**src/rtl/mem_fill_arbiter.sv**
```systemverilog
// Arbitrates I-cache and D-cache miss fills onto one main-memory read port.
// Define FILL_ARB_RR_EN to alternate grants on simultaneous misses (default: D-cache wins).
module mem_fill_arbiter #(
  parameter int BLOCK_WORDS = 8
) (
  input  logic                           clk,
  input  logic                           rst,
  input  logic                           ICACHE_miss,
  input  logic [15:0]                    ICACHE_miss_addr,
  input  logic                           DCACHE_miss,
  input  logic [15:0]                    DCACHE_miss_addr,
  input  logic                           mem_data_valid,
  input  logic [15:0]                    mem_data_in,
  output logic                           mem_en,
  output logic [15:0]                    mem_addr,
  output logic [15:0]                    fill_data,
  output logic [$clog2(BLOCK_WORDS)-1:0] fill_word_idx,
  output logic                           ICACHE_fill_wen,
  output logic                           DCACHE_fill_wen,
  output logic                           ICACHE_fill_done,
  output logic                           DCACHE_fill_done,
  output logic                           ICACHE_busy,
  output logic                           DCACHE_busy
);
  localparam int IDX_W  = $clog2(BLOCK_WORDS);
  localparam int CNT_W  = IDX_W + 1;
  localparam int OFF_W  = IDX_W + 1;   // byte offset bits inside a block of 16-bit words
  localparam int BASE_W = 16 - OFF_W;

  typedef enum logic [1:0] {IDLE, FILL, DONE} state_t;

  state_t              state_reg;
  logic [CNT_W-1:0]    issue_cnt_reg;
  logic [CNT_W-1:0]    recv_cnt_reg;
  logic [BASE_W-1:0]   base_reg;
  logic                gnt_i_reg;
  logic                gnt_d_reg;
  logic                mem_en_reg;
  logic [15:0]         mem_addr_reg;
  logic                i_done_reg;
  logic                d_done_reg;
  logic                take_i;
  logic                take_d;
  logic                fill_active;
  logic                unused_offset_bits;

`ifdef FILL_ARB_RR_EN
  logic                last_i_reg;
`endif

  assign unused_offset_bits = ^{ICACHE_miss_addr[OFF_W-1:0], DCACHE_miss_addr[OFF_W-1:0]};

  always_comb begin
    take_i = 1'b0;
    take_d = 1'b0;
`ifdef FILL_ARB_RR_EN
    if (ICACHE_miss && DCACHE_miss) begin
      take_d = last_i_reg;
      take_i = !last_i_reg;
    end else begin
      take_d = DCACHE_miss;
      take_i = ICACHE_miss;
    end
`else
    take_d = DCACHE_miss;
    take_i = ICACHE_miss && !DCACHE_miss;
`endif
  end

  always_ff @(posedge clk) begin
    if (rst) begin
      state_reg     <= IDLE;
      issue_cnt_reg <= '0;
      recv_cnt_reg  <= '0;
      base_reg      <= '0;
      gnt_i_reg     <= 1'b0;
      gnt_d_reg     <= 1'b0;
      mem_en_reg    <= 1'b0;
      mem_addr_reg  <= '0;
      i_done_reg    <= 1'b0;
      d_done_reg    <= 1'b0;
`ifdef FILL_ARB_RR_EN
      last_i_reg    <= 1'b1;
`endif
    end else begin
      case (state_reg)
        IDLE: begin
          i_done_reg <= 1'b0;
          d_done_reg <= 1'b0;
          if (take_i || take_d) begin
            base_reg      <= take_d ? DCACHE_miss_addr[15:OFF_W] : ICACHE_miss_addr[15:OFF_W];
            gnt_i_reg     <= take_i;
            gnt_d_reg     <= take_d;
            issue_cnt_reg <= '0;
            recv_cnt_reg  <= '0;
            state_reg     <= FILL;
`ifdef FILL_ARB_RR_EN
            last_i_reg    <= take_i;
`endif
          end
        end
        FILL: begin
          if (issue_cnt_reg < CNT_W'(BLOCK_WORDS)) begin
            mem_en_reg    <= 1'b1;
            mem_addr_reg  <= {base_reg, issue_cnt_reg[IDX_W-1:0], 1'b0};
            issue_cnt_reg <= issue_cnt_reg + 1'b1;
          end else begin
            mem_en_reg   <= 1'b0;
            mem_addr_reg <= '0;
          end
          if (mem_data_valid) begin
            recv_cnt_reg <= recv_cnt_reg + 1'b1;
            // Last word of the block: stop any request and raise done for one cycle.
            if (recv_cnt_reg == CNT_W'(BLOCK_WORDS - 1)) begin
              state_reg    <= DONE;
              i_done_reg   <= gnt_i_reg;
              d_done_reg   <= gnt_d_reg;
              mem_en_reg   <= 1'b0;
              mem_addr_reg <= '0;
            end
          end
        end
        default: begin
          state_reg  <= IDLE;
          gnt_i_reg  <= 1'b0;
          gnt_d_reg  <= 1'b0;
          i_done_reg <= 1'b0;
          d_done_reg <= 1'b0;
        end
      endcase
    end
  end

  // Write path is combinational so each returning word lands in the cache the cycle it arrives.
  assign fill_active      = (state_reg == FILL) && mem_data_valid;
  assign ICACHE_fill_wen  = fill_active && gnt_i_reg;
  assign DCACHE_fill_wen  = fill_active && gnt_d_reg;
  assign fill_data        = fill_active ? mem_data_in : 16'h0000;
  assign fill_word_idx    = fill_active ? recv_cnt_reg[IDX_W-1:0] : '0;
  assign mem_en           = mem_en_reg;
  assign mem_addr         = mem_addr_reg;
  assign ICACHE_fill_done = i_done_reg;
  assign DCACHE_fill_done = d_done_reg;
  assign ICACHE_busy      = gnt_i_reg;
  assign DCACHE_busy      = gnt_d_reg;

endmodule

```
**config.mk**
```make
export PLATFORM = sky130hd
export DESIGN_NAME = mem_fill_arbiter
export DESIGN_NICKNAME = d
export VERILOG_FILES = /design/src/rtl/mem_fill_arbiter.sv
export SDC_FILE = /design/constraint.sdc
export NUM_CORES = 1
export LEC_CHECK = 0
export CORE_MARGIN = 2
export CORE_UTILIZATION = 25
export DETAILED_ROUTE_END_ITERATION = 12
export SYNTH_ARGS = -nofsm -noshare
export SYNTH_HDL_FRONTEND = slang
export SYNTH_SLANG_ARGS = --single-unit
```
**constraint.sdc**
```tcl
create_clock -name clk -period 1.5 [get_ports clk]
set_clock_uncertainty 0.1 [all_clocks]
set_input_delay 0.225 -clock clk [delete_from_list [all_inputs] [get_ports clk]]
set_output_delay 0.225 -clock clk [all_outputs]
set_load 0.02 [all_outputs]
```
### Yosys cells after proc, flatten, opt, wreduce, memory -nomap -nowiden

Cells that the tools add are included.

* bits in registers: 43
* bits in latches: 0
* memory bits (writable): 0
* memory bits (read-only): 0
* bits of input ports: 53
* output and inout port bits: 42
* logic and storage cells: 57
* memories: 0

* add/subtract/negate cells: 2
* multiply operators: 0
* div/mod/pow operators: 0
* magnitude comparators: 1
* eq/ne operators: 6
* shift operators: 0
* mux-type cells: 22
* bitwise logic cells: 1
* reductions and logical operators: 15

Operator list (count)
* two-way mux 16 bit: 4
* one-hot mux 4 bit (2 select lines): 2
* two-way mux 12 bit: 1
* two-way mux 4 bit: 3
* AND reduction 3 bit: 3
* adder 4 x 1 -> 4 bit (second input constant): 2
* != test 2 bit (second input constant): 4
* two-way mux 2 bit: 3
* AND reduction 2 bit: 3
* two-way mux 1 bit: 5
* equality test 4 x 3 -> 1 bit (second input constant): 1
* logical AND 1 bit: 4
* < comparator 4 bit (second input constant): 1
* one-hot mux 1 bit (2 select lines): 2
* one-hot mux 2 bit (2 select lines): 1
* two-way mux 3 bit: 1
* equality test 2 x 1 -> 1 bit (second input constant): 1
* logical NOT 2 bit: 1
* nonzero test 2 bit: 1
* OR reduction 2 bit: 1
* logical NOT 1 bit: 1
* logical OR 1 bit: 1
* NOT 1 bit: 1

### Depth between registers and ports, before layout

* depth in word-level cells: 5
* depth in mapped cells: 5

### Worst setup path before layout

No wires, ideal clock.

* path kind: register to output
* from: reg state_reg[0]
* to: out fill_data[11]
* data arrival time: 1.093 ns
* setup slack: 0.082 ns
* cell stages (with the launch flop): 5
* buffers on the path: 2
* cell sequence: dfxtp_1 -> buf_6 -> and2b_1 -> clkbuf_1 -> and3_1

* cells in the longest elaborated chain, start to end: 3

RTL lines
* from (decl): RTL line 32 `state_t state_reg;`
* from (signal assigned): RTL line 72 `state_reg <= IDLE;`
* from (signal assigned): RTL line 96 `state_reg <= FILL;`
* from (signal assigned): RTL line 115 `state_reg <= DONE;`
* equality test 2 x 1 -> 1 bit: RTL line 135 `assign fill_active = (state_reg == FILL) && mem_data_valid;`
* logical AND 1 bit: RTL line 135
* two-way mux 16 bit: RTL line 138 `assign fill_data = fill_active ? mem_data_in : 16'h0000;`
* to (decl): RTL line 16 `output logic [15:0] fill_data,`

No other way between the ends.

### Worst setup path in the final report

* from: reg state_reg[1]
* to: out fill_word_idx[1]

* cells in the longest elaborated chain, start to end: 3

RTL lines
* equality test 2 x 1 -> 1 bit: RTL line 135
* logical AND 1 bit: RTL line 135
* two-way mux 3 bit: RTL line 139 `assign fill_word_idx = fill_active ? recv_cnt_reg[IDX_W-1:0] : '0;`
* to (decl): RTL line 17 `output logic [$clog2(BLOCK_WORDS)-1:0] fill_word_idx,`

No other way between the ends.

==> results by group <==
Run status
  – Status: finished, violations left
  – Failing checks: setup timing

Synthesis
  – Netlist Area Pre-Place: just under 0.002 mm2
  – Synth Instances: between 200 and 250
  – Synth area leaders: dfxtp_1 42%, mux2i_1 8.1%, nand4b_1 7.1%
  – Most instantiated library cell after synthesis: dfxtp_1
  – Synthesized net count: 268
  – Sequential fraction of the synthesis area: 0.423
  – Asr flop ratio synth: 0
  – Share of the synthesized area in the top cell type: 0.423
  – Area leader, netlist: dfxtp_1
  – Avg Cell Area, Syn: 9.32 um2
  – Top_reg_cell synth: dfxtp_1
  – Library cells used by synthesis: 38
  – Synthesized flop and latch total: 42
  – Number of flops mapped to enable cells by yosys: 0
  – Post-synth top cells: 42 x dfxtp_1, 21 x a21oi_1, 20 x and3_1
  – Warnings from Yosys: 0

Power
  – Reg power frac: 0.430
  – Logic pwr share: 0.255
  – Sw power: ~0.80 mW
  – Switching Fraction: 0.279
  – Cell Int Power: around 2.1 mW
  – Power per cell area: between 800 and 900 mW/mm2
  – Pwr Total: roughly 2.9 mW
  – Worst VDD drop: 378 uV
  – Clk pwr share: 0.314
  – Pleak: about 1.4 nW

Clock network
  – Clock Path Buffers: 2
  – Clock Root Buffer: clkbuf_8
  – Clk_lat worst skew: between 0.2 and 0.3 ns
  – TritonCTS Sinks: 42
  – Hold_buf cts: 0
  – CTS tree: done
  – Worst-path clk slew: approximately 0.090 ns
  – CTS H-tree depth: 2
  – Cts bufs inserted: 5

Worst setup path
  – Startpoint types: flop
  – R2R depth: 4
  – Worst path required time: about 1.2 ns
  – Critical Path End Type: output port
  – Crit-path cells: and2b_4 -> and3_1 -> buf_4
  – Arrival time worst endpoint: between 1 and 1.5 ns
  – Critical path type: flop to output port
  – Worst reg-to-reg setup slack: approximately 0.09 ns
  – Worst-path fanout max: 10
  – Critical path's largest stage delay: approximately 0.36 ns
  – Worst path slowest cell: dfxtp_4

Final layout
  – Layout cells sized above 1: 0.234
  – Max reg flops: 15
  – Nets: 375
  – # fillers: approximately 760
  – Finished Layout Cells: between 400 and 500
  – Layout area overhead: 63.9%
  – Diodes inserted: 0

GRT
  – Total congestion overflow: 0
  – Tot GR Track Use: 0.136
  – Initial antenna violation count: 0
  – Pin count of the biggest net entering global routing: 24
  – Global-route wire length before repair: between 9 and 10 mm
  – Vias in the first global route: around 2.0k

Detailed routing
  – Vias/cell: 4.78
  – DRT iter0 DRCs: 100
  – Avg WL per Cell: approximately 14 um
  – Vias: between 2k and 2.5k
  – Drt drc: 0
  – 1st-pass router iterations: 4
  – Post-route ant nets: 0
  – Final WL: slightly below 6 mm

Placed design
  – Placed Cells: between 400 and 500
  – Post-detail-place hpwl: 4.23 mm
  – I/O Buffers: 85
  – Gpl congestion: a little under 0.8

Floorplanning
  – Site row count: 32
  – Die Ht: between 90 and 100 um
  – Chip width: just over 90 um
  – Starting density of the core: 0.257
  – I/O pin total: 95
  – Die area: roughly 0.0087 mm2
  – Total core area: approximately 0.0077 mm2

STA
  – Min Clock Period, post-route: roughly 1.6 ns
  – Fin. max-slew vios: 0
  – Final setup violation count: 20
  – RSZ-0062 raised after global routing: true
  – F_max: ~620 MHz
  – Final worst setup slack: -0.101 ns
  – Final hold viol count: 0
  – Crit share post-route: 1.07

Worst hold path
  – Worst Hold Class: flop to flop
  – Hold Path Cell Cnt: 2

Job
  – Max-Cap Viols: 0
placed cells by master (no fill, tap or decap), drive strengths merged, types with 2 or more instances in the layout:
cell	instances
a211o	2
a21oi	22
and2b	3
and3	20
buf	56
clkbuf	5
clkdlybuf4s50	43
clkinvlp	2
dfxtp	42
dlygate4sd2	21
ha	2
inv	3
mux2i	16
nand2	17
nand2b	2
nand3	5
nand3b	3
nand4b	16
nor2b	2
nor3	6
o211ai	3
o221ai	2
o2bb2ai	12
per-layer routing:
layer  vias up  share of wire  track usage
met1       963           0.44        0.177
met5         -              0            0
met2        51           0.50        0.224
li1       1001              -            -
met3         7          0.048       0.0411
met4         0          0.012       0.0306
through the flow:
step	setup TNS, ns	utilization	setup slack, ns	area, um2	hold WS (ns)
after floorplan	0	-	0.0819	1990	0.300
after global placement	-17.39	0.403	-0.529	3120	0.345
after detailed placement	-17.64	0.403	-0.545	3120	0.347
after CTS	-2.96	0.412	-0.157	3180	0.360
after global routing	-2.85	0.421	-0.151	3250	0.378
final	-1.52	0.421	-0.101	3250	0.354
critical path, delay by kind of cell (launching register included):
family	cells	cell delay [ns]
buffers and inverters	1	0.14
and+or+nand+nor	2	0.49
DFF	1	0.36
layout make-up:
class	instances	area [um2]	area share
Multi-Input combinational cell	148	1060	0.326
Clock inverter	3	45.0	0.0138
Timing Repair Buffer	120	1090	0.336
Sequential cell	42	848	0.261
Clock buffer	5	68.8	0.0211
Inverter	3	11.3	0.00346
Tap cell	102	128	0.0392
repair_timing:
item | CTS | global route
gates resized for setup | 132 | 21
cloned | 0 | 2
endpoints found under the setup margin | 41 | 49
buffers inserted | 4 | 2
pin swaps | 2 | 1
kinds of logic after synthesis:
logic type      Yosys count  share of synthesized area
simple gates             77                      0.238
compound gates           50                      0.182
flops                    42                      0.423
buf+inv                  25                     0.0618
mux                      16                     0.0807
fa+ha+maj                 2                     0.0126
other cells               1                    0.00189
final timing paths:
check | from | endpoint
worst max register to register | state_reg[1] | issue_cnt_reg[2]
worst min-delay path | mem_addr[6] | mem_addr[6]
worst min register to register | mem_addr[6] | mem_addr[6]
worst max-delay path | state_reg[1] | fill_word_idx[1]
power by group through the flow:
stage | combinational [mW] | sequential, mW | clock, mW
5_1_grt | 0.794 | 1.24 | 0.981
4_1_cts | 0.702 | 1.23 | 0.927
3_3_place_gp | 0.731 | 1.25 | 0
2_1_floorplan | 0.321 | 1.29 | 0
3_5_place_dp | 0.739 | 1.25 | 0
6_report | 0.731 | 1.23 | 0.900
(Power assumes the default switching activity.)
